===== src/rtl/bayer_capture_pkg.sv =====
// rtl/bayer_capture_pkg.sv - shared capture state encoding and default geometry
package bayer_capture_pkg;

  typedef enum logic [1:0] {
    IDLE       = 2'd0,
    WAIT_SOF   = 2'd1,
    WAIT_FRISE = 2'd2,
    CAPTURE    = 2'd3
  } cap_state_t;

  localparam int DEF_WIDTH  = 320;
  localparam int DEF_HEIGHT = 240;
  localparam int CNT_W      = 16;

endpackage


===== src/rtl/bayer_round_sat.sv =====
// rtl/bayer_round_sat.sv - registered round-to-nearest and saturate of a raw sample to 8 bits
module bayer_round_sat #(
  parameter int inBits = 12
) (
  input  logic              clk,
  input  logic              reset,
  input  logic              sample_valid,
  input  logic [inBits-1:0] sample,
  output logic              pixel_valid,
  output logic [7:0]        pixel
);

  localparam int SHIFT = inBits - 8;
  localparam logic [inBits:0] HALF = (inBits + 1)'(1) << (SHIFT - 1);

  logic [inBits:0] sum;
  logic [8:0]      scaled;

  // One extra bit so a carry out of the top sample bit shows up as overflow.
  assign sum    = {1'b0, sample} + HALF;
  assign scaled = 9'(sum >> SHIFT);

  always_ff @(posedge clk or negedge reset) begin
    if (!reset) begin
      pixel_valid <= 1'b0;
      pixel       <= 8'd0;
    end else begin
      pixel_valid <= sample_valid;
      if (sample_valid) pixel <= scaled[8] ? 8'hFF : scaled[7:0];
    end
  end

endmodule


===== src/rtl/bayer_capture.sv =====
// rtl/bayer_capture.sv - frame/line-valid Bayer ingest with crop, rounding and frame sequencing
module bayer_capture
  import bayer_capture_pkg::*;
#(
  parameter int width  = DEF_WIDTH,
  parameter int height = DEF_HEIGHT,
  parameter int xStart = 0,
  parameter int yStart = 0,
  parameter int inBits = 12
) (
  input  logic              clk,
  input  logic              reset,
  input  logic              iFval,
  input  logic              iLval,
  input  logic [inBits-1:0] iData,
  input  logic              iEnable,
  input  logic              iContinuous,
  output logic [7:0]        oData,
  output logic              oValid,
  output logic              oNewFrame,
  output logic              oDone,
  output logic              oBusy,
  output logic              oShortLine,
  output logic              oShortFrame,
  output logic [15:0]       oFrameCnt
);

  localparam logic [CNT_W-1:0] X_LO   = CNT_W'(xStart);
  localparam logic [CNT_W-1:0] X_LEN  = CNT_W'(width);
  localparam logic [CNT_W-1:0] X_HI   = CNT_W'(xStart + width);
  localparam logic [CNT_W-1:0] X_LAST = CNT_W'(xStart + width - 1);
  localparam logic [CNT_W-1:0] Y_LO   = CNT_W'(yStart);
  localparam logic [CNT_W-1:0] Y_LEN  = CNT_W'(height);
  localparam logic [CNT_W-1:0] Y_LAST = CNT_W'(yStart + height - 1);

  cap_state_t        state;
  logic              fval_r, lval_r, fval_d, lval_d, en_d;
  logic [inBits-1:0] data_r;
  logic [CNT_W-1:0]  col_cnt, row_cnt, col_off, row_off;
  logic              pix, fval_rise, fval_fall, lval_fall, en_rise;
  logic              col_hit, row_hit, capturing, keep, last_pix, line_short;
  logic              stop, hold_idle, done_pipe;

  always_ff @(posedge clk or negedge reset) begin
    if (!reset) begin
      fval_r <= 1'b0;
      lval_r <= 1'b0;
      data_r <= '0;
      fval_d <= 1'b0;
      lval_d <= 1'b0;
      en_d   <= 1'b0;
    end else begin
      fval_r <= iFval;
      lval_r <= iLval;
      data_r <= iData;
      fval_d <= fval_r;
      lval_d <= lval_r;
      en_d   <= iEnable;
    end
  end

  assign pix       = fval_r & lval_r;
  assign fval_rise = fval_r & ~fval_d;
  assign fval_fall = ~fval_r & fval_d;
  assign lval_fall = ~lval_r & lval_d;
  assign en_rise   = iEnable & ~en_d;

  always_ff @(posedge clk or negedge reset) begin
    if (!reset) begin
      col_cnt <= '0;
      row_cnt <= '0;
    end else begin
      if (lval_fall)  col_cnt <= '0;
      else if (pix)   col_cnt <= col_cnt + CNT_W'(1);
      if (fval_rise)  row_cnt <= '0;
      else if (lval_fall) row_cnt <= row_cnt + CNT_W'(1);
    end
  end

  // Offsets wrap below the window start, so one unsigned compare covers both bounds.
  assign col_off    = col_cnt - X_LO;
  assign row_off    = row_cnt - Y_LO;
  assign col_hit    = col_off < X_LEN;
  assign row_hit    = row_off < Y_LEN;
  assign capturing  = (state == CAPTURE) || (state == WAIT_FRISE && fval_rise);
  assign keep       = pix & capturing & col_hit & row_hit;
  assign last_pix   = keep && (col_cnt == X_LAST) && (row_cnt == Y_LAST);
  assign line_short = lval_fall && row_hit && (col_cnt < X_HI);
  assign stop       = !iContinuous || !iEnable;
  assign oBusy      = (state != IDLE);

  bayer_round_sat #(.inBits(inBits)) u_round (
    .clk          (clk),
    .reset        (reset),
    .sample_valid (keep),
    .sample       (data_r),
    .pixel_valid  (oValid),
    .pixel        (oData)
  );

  // hold_idle keeps a finished single shot parked until iEnable is dropped and re-raised.
  always_ff @(posedge clk or negedge reset) begin
    if (!reset) begin
      state       <= IDLE;
      hold_idle   <= 1'b0;
      oNewFrame   <= 1'b0;
      done_pipe   <= 1'b0;
      oDone       <= 1'b0;
      oFrameCnt   <= 16'd0;
      oShortLine  <= 1'b0;
      oShortFrame <= 1'b0;
    end else begin
      oNewFrame <= 1'b0;
      done_pipe <= last_pix;
      oDone     <= done_pipe;
      if (done_pipe) oFrameCnt <= oFrameCnt + 16'd1;
      if (!iEnable) hold_idle <= 1'b0;
      if (en_rise) begin
        oShortLine  <= 1'b0;
        oShortFrame <= 1'b0;
      end
      if (state == CAPTURE && line_short) oShortLine <= 1'b1;
      case (state)
        IDLE: if (iEnable && !hold_idle) state <= WAIT_SOF;
        WAIT_SOF: begin
          if (!iEnable)     state <= IDLE;
          else if (!fval_r) state <= WAIT_FRISE;
        end
        WAIT_FRISE: begin
          if (!iEnable) state <= IDLE;
          else if (fval_rise) begin
            oNewFrame <= 1'b1;
            state     <= CAPTURE;
          end
        end
        CAPTURE: begin
          if (last_pix || fval_fall) begin
            if (!last_pix) oShortFrame <= 1'b1;
            state     <= stop ? IDLE : WAIT_SOF;
            hold_idle <= stop & iEnable;
          end
        end
        default: state <= IDLE;
      endcase
    end
  end

endmodule

===== config.mk =====
export PLATFORM = sky130hd
export DESIGN_NAME = bayer_capture
export DESIGN_NICKNAME = d
export VERILOG_FILES = /design/src/rtl/bayer_capture_pkg.sv /design/src/rtl/bayer_round_sat.sv /design/src/rtl/bayer_capture.sv
export SDC_FILE = /design/constraint.sdc
export NUM_CORES = 1
export LEC_CHECK = 0
export CAP_MARGIN = 20
export CORE_ASPECT_RATIO = 1.1
export CORE_MARGIN = 2
export CORE_UTILIZATION = 54
export DETAILED_ROUTE_END_ITERATION = 12
export GPL_TIMING_DRIVEN = 1
export MAX_ROUTING_LAYER = met4
export PLACE_DENSITY_LB_ADDON = 0.25
export SETUP_SLACK_MARGIN = 0.1
export SLEW_MARGIN = 25
export SYNTH_ARGS = -nofsm -noshare
export SYNTH_HDL_FRONTEND = slang
export SYNTH_SLANG_ARGS = --single-unit

===== constraint.sdc =====
create_clock -name clk -period 2.5 [get_ports clk]
set_input_delay 0.5 -clock clk [delete_from_list [all_inputs] [get_ports clk]]
set_output_delay 0.5 -clock clk [all_outputs]
set_load 0.1 [all_outputs]

==> metrics.txt <==
Site Rows=30; sum of routed wire length over all layers=6783 um; number of library cell types mapped by synthesis=42; total DRC errors in the routed layout=0; worst setup slack after placement=0.3642 ns; Post-layout nets=403; global route overflow=0; Setup CP Type=reg -> reg; global-route track usage on met2=0.3516; HP Class=in -> async; maximum fanout encountered on the critical timing path=10; area enclosed by the die boundary=7224 um^2; Clock Skews=0.008388 ns; leakage power=1.965 nW; Bufs on Longest Clock Path=2; relative area change from synthesis to final layout=18.76%; RePlAce Congestion=0.8030; kind of launch point of the worst setup path=flop; GRT Resource Usage Total=0.2086; sequential-to-total area share from yosys stat=0.5581; Post-synth EDFFs=0; final setup margin=0.3869 ns; met3 Resource Use GR=0.03131; Final Slew Violations=0; Clock Tree Root=sky130_fd_sc_hd__clkbuf_8; number of buffers inserted during clock tree synthesis=9; vias after detailed routing=2,584; count of port buffers added during placement=44; standard cell area after detailed placement=4009 um^2; maximum number of pins on one net before global-route repair=43; Peak supply drop=0.0007075 V; Period Utilization, post-route=0.8452; hold buffer count at CTS=0; max-cap viol count=0; via count of the first global-routing pass=2,517; fraction of synthesis flops using an asynchronous set or reset pin=1.000; remaining number of nets flagged by the antenna check after routing=0; CTS clk-pin slew, worst paths=0.08 ns; syn avg cell area=10.77 um^2; number of synthesized register bits=79; half-perimeter wire length after placement=4873 um; count of TritonRoute iterations in the first routing pass=5; cell area after technology mapping=3542 um^2; CTS tree=done; Synthesized Nets=351; Setup-failing EPs final=0; RSZ-0062 raised after global routing=false; DRC violation total after the first TritonRoute iteration=146; run status=finished clean; Placeable Area=6269 um^2; most congested layer reported by global routing=met2; post-route design area=4207 um^2; final total negative setup slack=0 ns; share of the core filled with cells in the final layout=0.6711; Crit path required time=2.73 ns; Final Power=3.495 mW; wire per inst=14.59 um; Pwr Density=830.8 nW/um^2; number of top-level pins=48; wire length of the first global-routing pass=11,070 um; H-tree Lvls=3; final hold vios=0; measured slew at the worst slew-check pin=0.4983 ns; vertical die dimension=88.95 um; worst skew pair latency=0.34 ns; Post-CTS Repair Setup Buffers=0; width of the die=81.22 um; initial core utilization=0.5651; number of antenna violations at the first check in global routing=0; number of sinks handled by clock tree synthesis=79; data arrival time of the critical path=2.34 ns; CP Capture Type=flop; highest clock frequency the design can meet=0.4732 GHz; headroom to the max-slew limit=0.6678; final antenna diode count=0; clock period minus worst slack=2.113 ns; met1 demand-to-capacity share in global routing=0.2471; share of layout cells above drive strength 1=0.1532; flip-flop cell with the highest count after synthesis=sky130_fd_sc_hd__dfrtp_1; Synthesis Warnings=0; post-DR vias/cell=5.557; post-cts resize count=0; number of instances in the synthesized netlist=329
## cell type report
| cell class | instances | area (um^2) |
|---|---|---|
| Inverter | 5 | 23.77 |
| Tap cell | 80 | 100.1 |
| Clock buffer | 12 | 155.1 |
| Clock inverter | 3 | 42.54 |
| Timing Repair Buffer | 49 | 412.9 |
| Sequential cell | 79 | 1977 |
| Fill cell | 498 | 2062 |
| Multi-Input combinational cell | 237 | 1495 |
## worst paths after layout
path                            cells after the start  slack [ns]                           end                    start
worst max-delay path                                5        0.39  u_round.pixel[5]$_DFFE_PN0P_         fval_r$_DFF_PN0_
worst min-delay path                                1        0.11  u_round.pixel[1]$_DFFE_PN0P_                    reset
worst max register to register                      5        0.39  u_round.pixel[5]$_DFFE_PN0P_         fval_r$_DFF_PN0_
worst min register to register                      1        0.48       col_cnt[15]$_DFFE_PN0P_  col_cnt[15]$_DFFE_PN0P_
max in group asynchronous                           2        1.80        oShortLine$_DFFE_PN0P_                    reset
min in group clk                                    1        0.48       col_cnt[15]$_DFFE_PN0P_  col_cnt[15]$_DFFE_PN0P_
## per-layer routing
layer,vias to the layer above,wire length (um)
li1,1252,-
met2,48,3450
met4,0,34
met5,-,0
met1,1280,3035
met3,4,262
## cell usage after synthesis (2+ instances only)
master                     count  share of area
sky130_fd_sc_hd__a21o_1        2         0.0042
sky130_fd_sc_hd__a21oi_1       8          0.011
sky130_fd_sc_hd__a22o_1        3         0.0074
sky130_fd_sc_hd__a31oi_1       2         0.0035
sky130_fd_sc_hd__and2_1        2         0.0035
sky130_fd_sc_hd__and3_1        8          0.014
sky130_fd_sc_hd__and4_1        3         0.0074
sky130_fd_sc_hd__buf_6         2         0.0064
sky130_fd_sc_hd__clkbuf_1      5         0.0053
sky130_fd_sc_hd__dfrtp_1      79           0.56
sky130_fd_sc_hd__ha_1          4          0.014
sky130_fd_sc_hd__inv_1         4         0.0042
sky130_fd_sc_hd__mux2_2        2         0.0064
sky130_fd_sc_hd__mux2i_1       8          0.023
sky130_fd_sc_hd__nand2_1      39          0.041
sky130_fd_sc_hd__nand2b_1      6          0.011
sky130_fd_sc_hd__nand3_1      14          0.020
sky130_fd_sc_hd__nand4_1      15          0.026
sky130_fd_sc_hd__nand4b_1      2         0.0049
sky130_fd_sc_hd__nor2_1       35          0.037
sky130_fd_sc_hd__nor2b_1       5         0.0088
sky130_fd_sc_hd__nor3_1        6         0.0085
sky130_fd_sc_hd__nor4_1        5         0.0088
sky130_fd_sc_hd__o211ai_1      4         0.0085
sky130_fd_sc_hd__o21ai_0       9          0.013
sky130_fd_sc_hd__o31ai_1       3         0.0064
sky130_fd_sc_hd__or2_2         2         0.0035
sky130_fd_sc_hd__or4_1         3         0.0064
sky130_fd_sc_hd__xnor2_1      19          0.047
sky130_fd_sc_hd__xor2_1       18          0.045
## per-stage QoR
stage          hold slack, ns  instances
2_1_floorplan          0.2044        329
3_3_place_gp           0.4629        450
3_5_place_dp           0.4707        450
4_1_cts                0.1114        465
5_1_grt                0.1443        465
6_report               0.1098        465
## report_power, final
| part | total, mW | switching [mW] | internal (mW) | leakage, nW |
|---|---|---|---|---|
| logic | 1.05 | 0.814 | 0.241 | 0.819 |
| clock network | 0.946 | 0.436 | 0.509 | 0.0985 |
| registers | 1.49 | 0.0999 | 1.39 | 1.05 |
| total | 3.49 | 1.35 | 2.14 | 1.96 |
## layout by cell type, fill, tap and decap left out, types with 8 or more instances in the layout
master / Yosys / final
sky130_fd_sc_hd__dfrtp_1: 79 / 79
sky130_fd_sc_hd__nand2_1: 39 / 39
sky130_fd_sc_hd__nor2_1: 35 / 35
sky130_fd_sc_hd__buf_4: 0 / 35
sky130_fd_sc_hd__xnor2_1: 19 / 19
sky130_fd_sc_hd__xor2_1: 18 / 18
sky130_fd_sc_hd__nand4_1: 15 / 15
sky130_fd_sc_hd__nand3_1: 14 / 14
sky130_fd_sc_hd__clkdlybuf4s50_1: 0 / 13
sky130_fd_sc_hd__clkbuf_8: 0 / 11
sky130_fd_sc_hd__o21ai_0: 9 / 9
sky130_fd_sc_hd__and3_1: 8 / 8
sky130_fd_sc_hd__mux2i_1: 8 / 8
sky130_fd_sc_hd__a21oi_1: 8 / 8
## flip-flops by register name, indices dropped and copies added (netlist names)
name and flops:
hold_idle 1, data_r 9, u_round.pixel 8, u_round.pixel_valid 1, state 2, row_cnt 16
done_pipe 1, fval_d 1, oNewFrame 1, en_d 1, fval_r 1, oDone 1
lval_r 1, col_cnt 16, oShortFrame 1, lval_d 1, oFrameCnt 16, oShortLine 1
## cells by family after synthesis
group	after synthesis	synth area share
AND/OR/NAND/NOR	151	0.2197
flip-flops	79	0.5581
XOR/XNOR	37	0.09149
AO/OA/AOI/OAI	35	0.06782
buffers and inverters	13	0.01978
multiplexers	10	0.02897
adder cells (fa/ha/maj)	4	0.01413
## worst max-delay path, stage by stage (launching register included)
cell and delay (ns):
sky130_fd_sc_hd__dfrtp_1 0.52, sky130_fd_sc_hd__and2_1 0.22, sky130_fd_sc_hd__nand3_1 0.10, sky130_fd_sc_hd__or4_1 0.72, sky130_fd_sc_hd__a41oi_4 0.34, sky130_fd_sc_hd__a21oi_1 0.11
(Power assumes the default switching activity.)
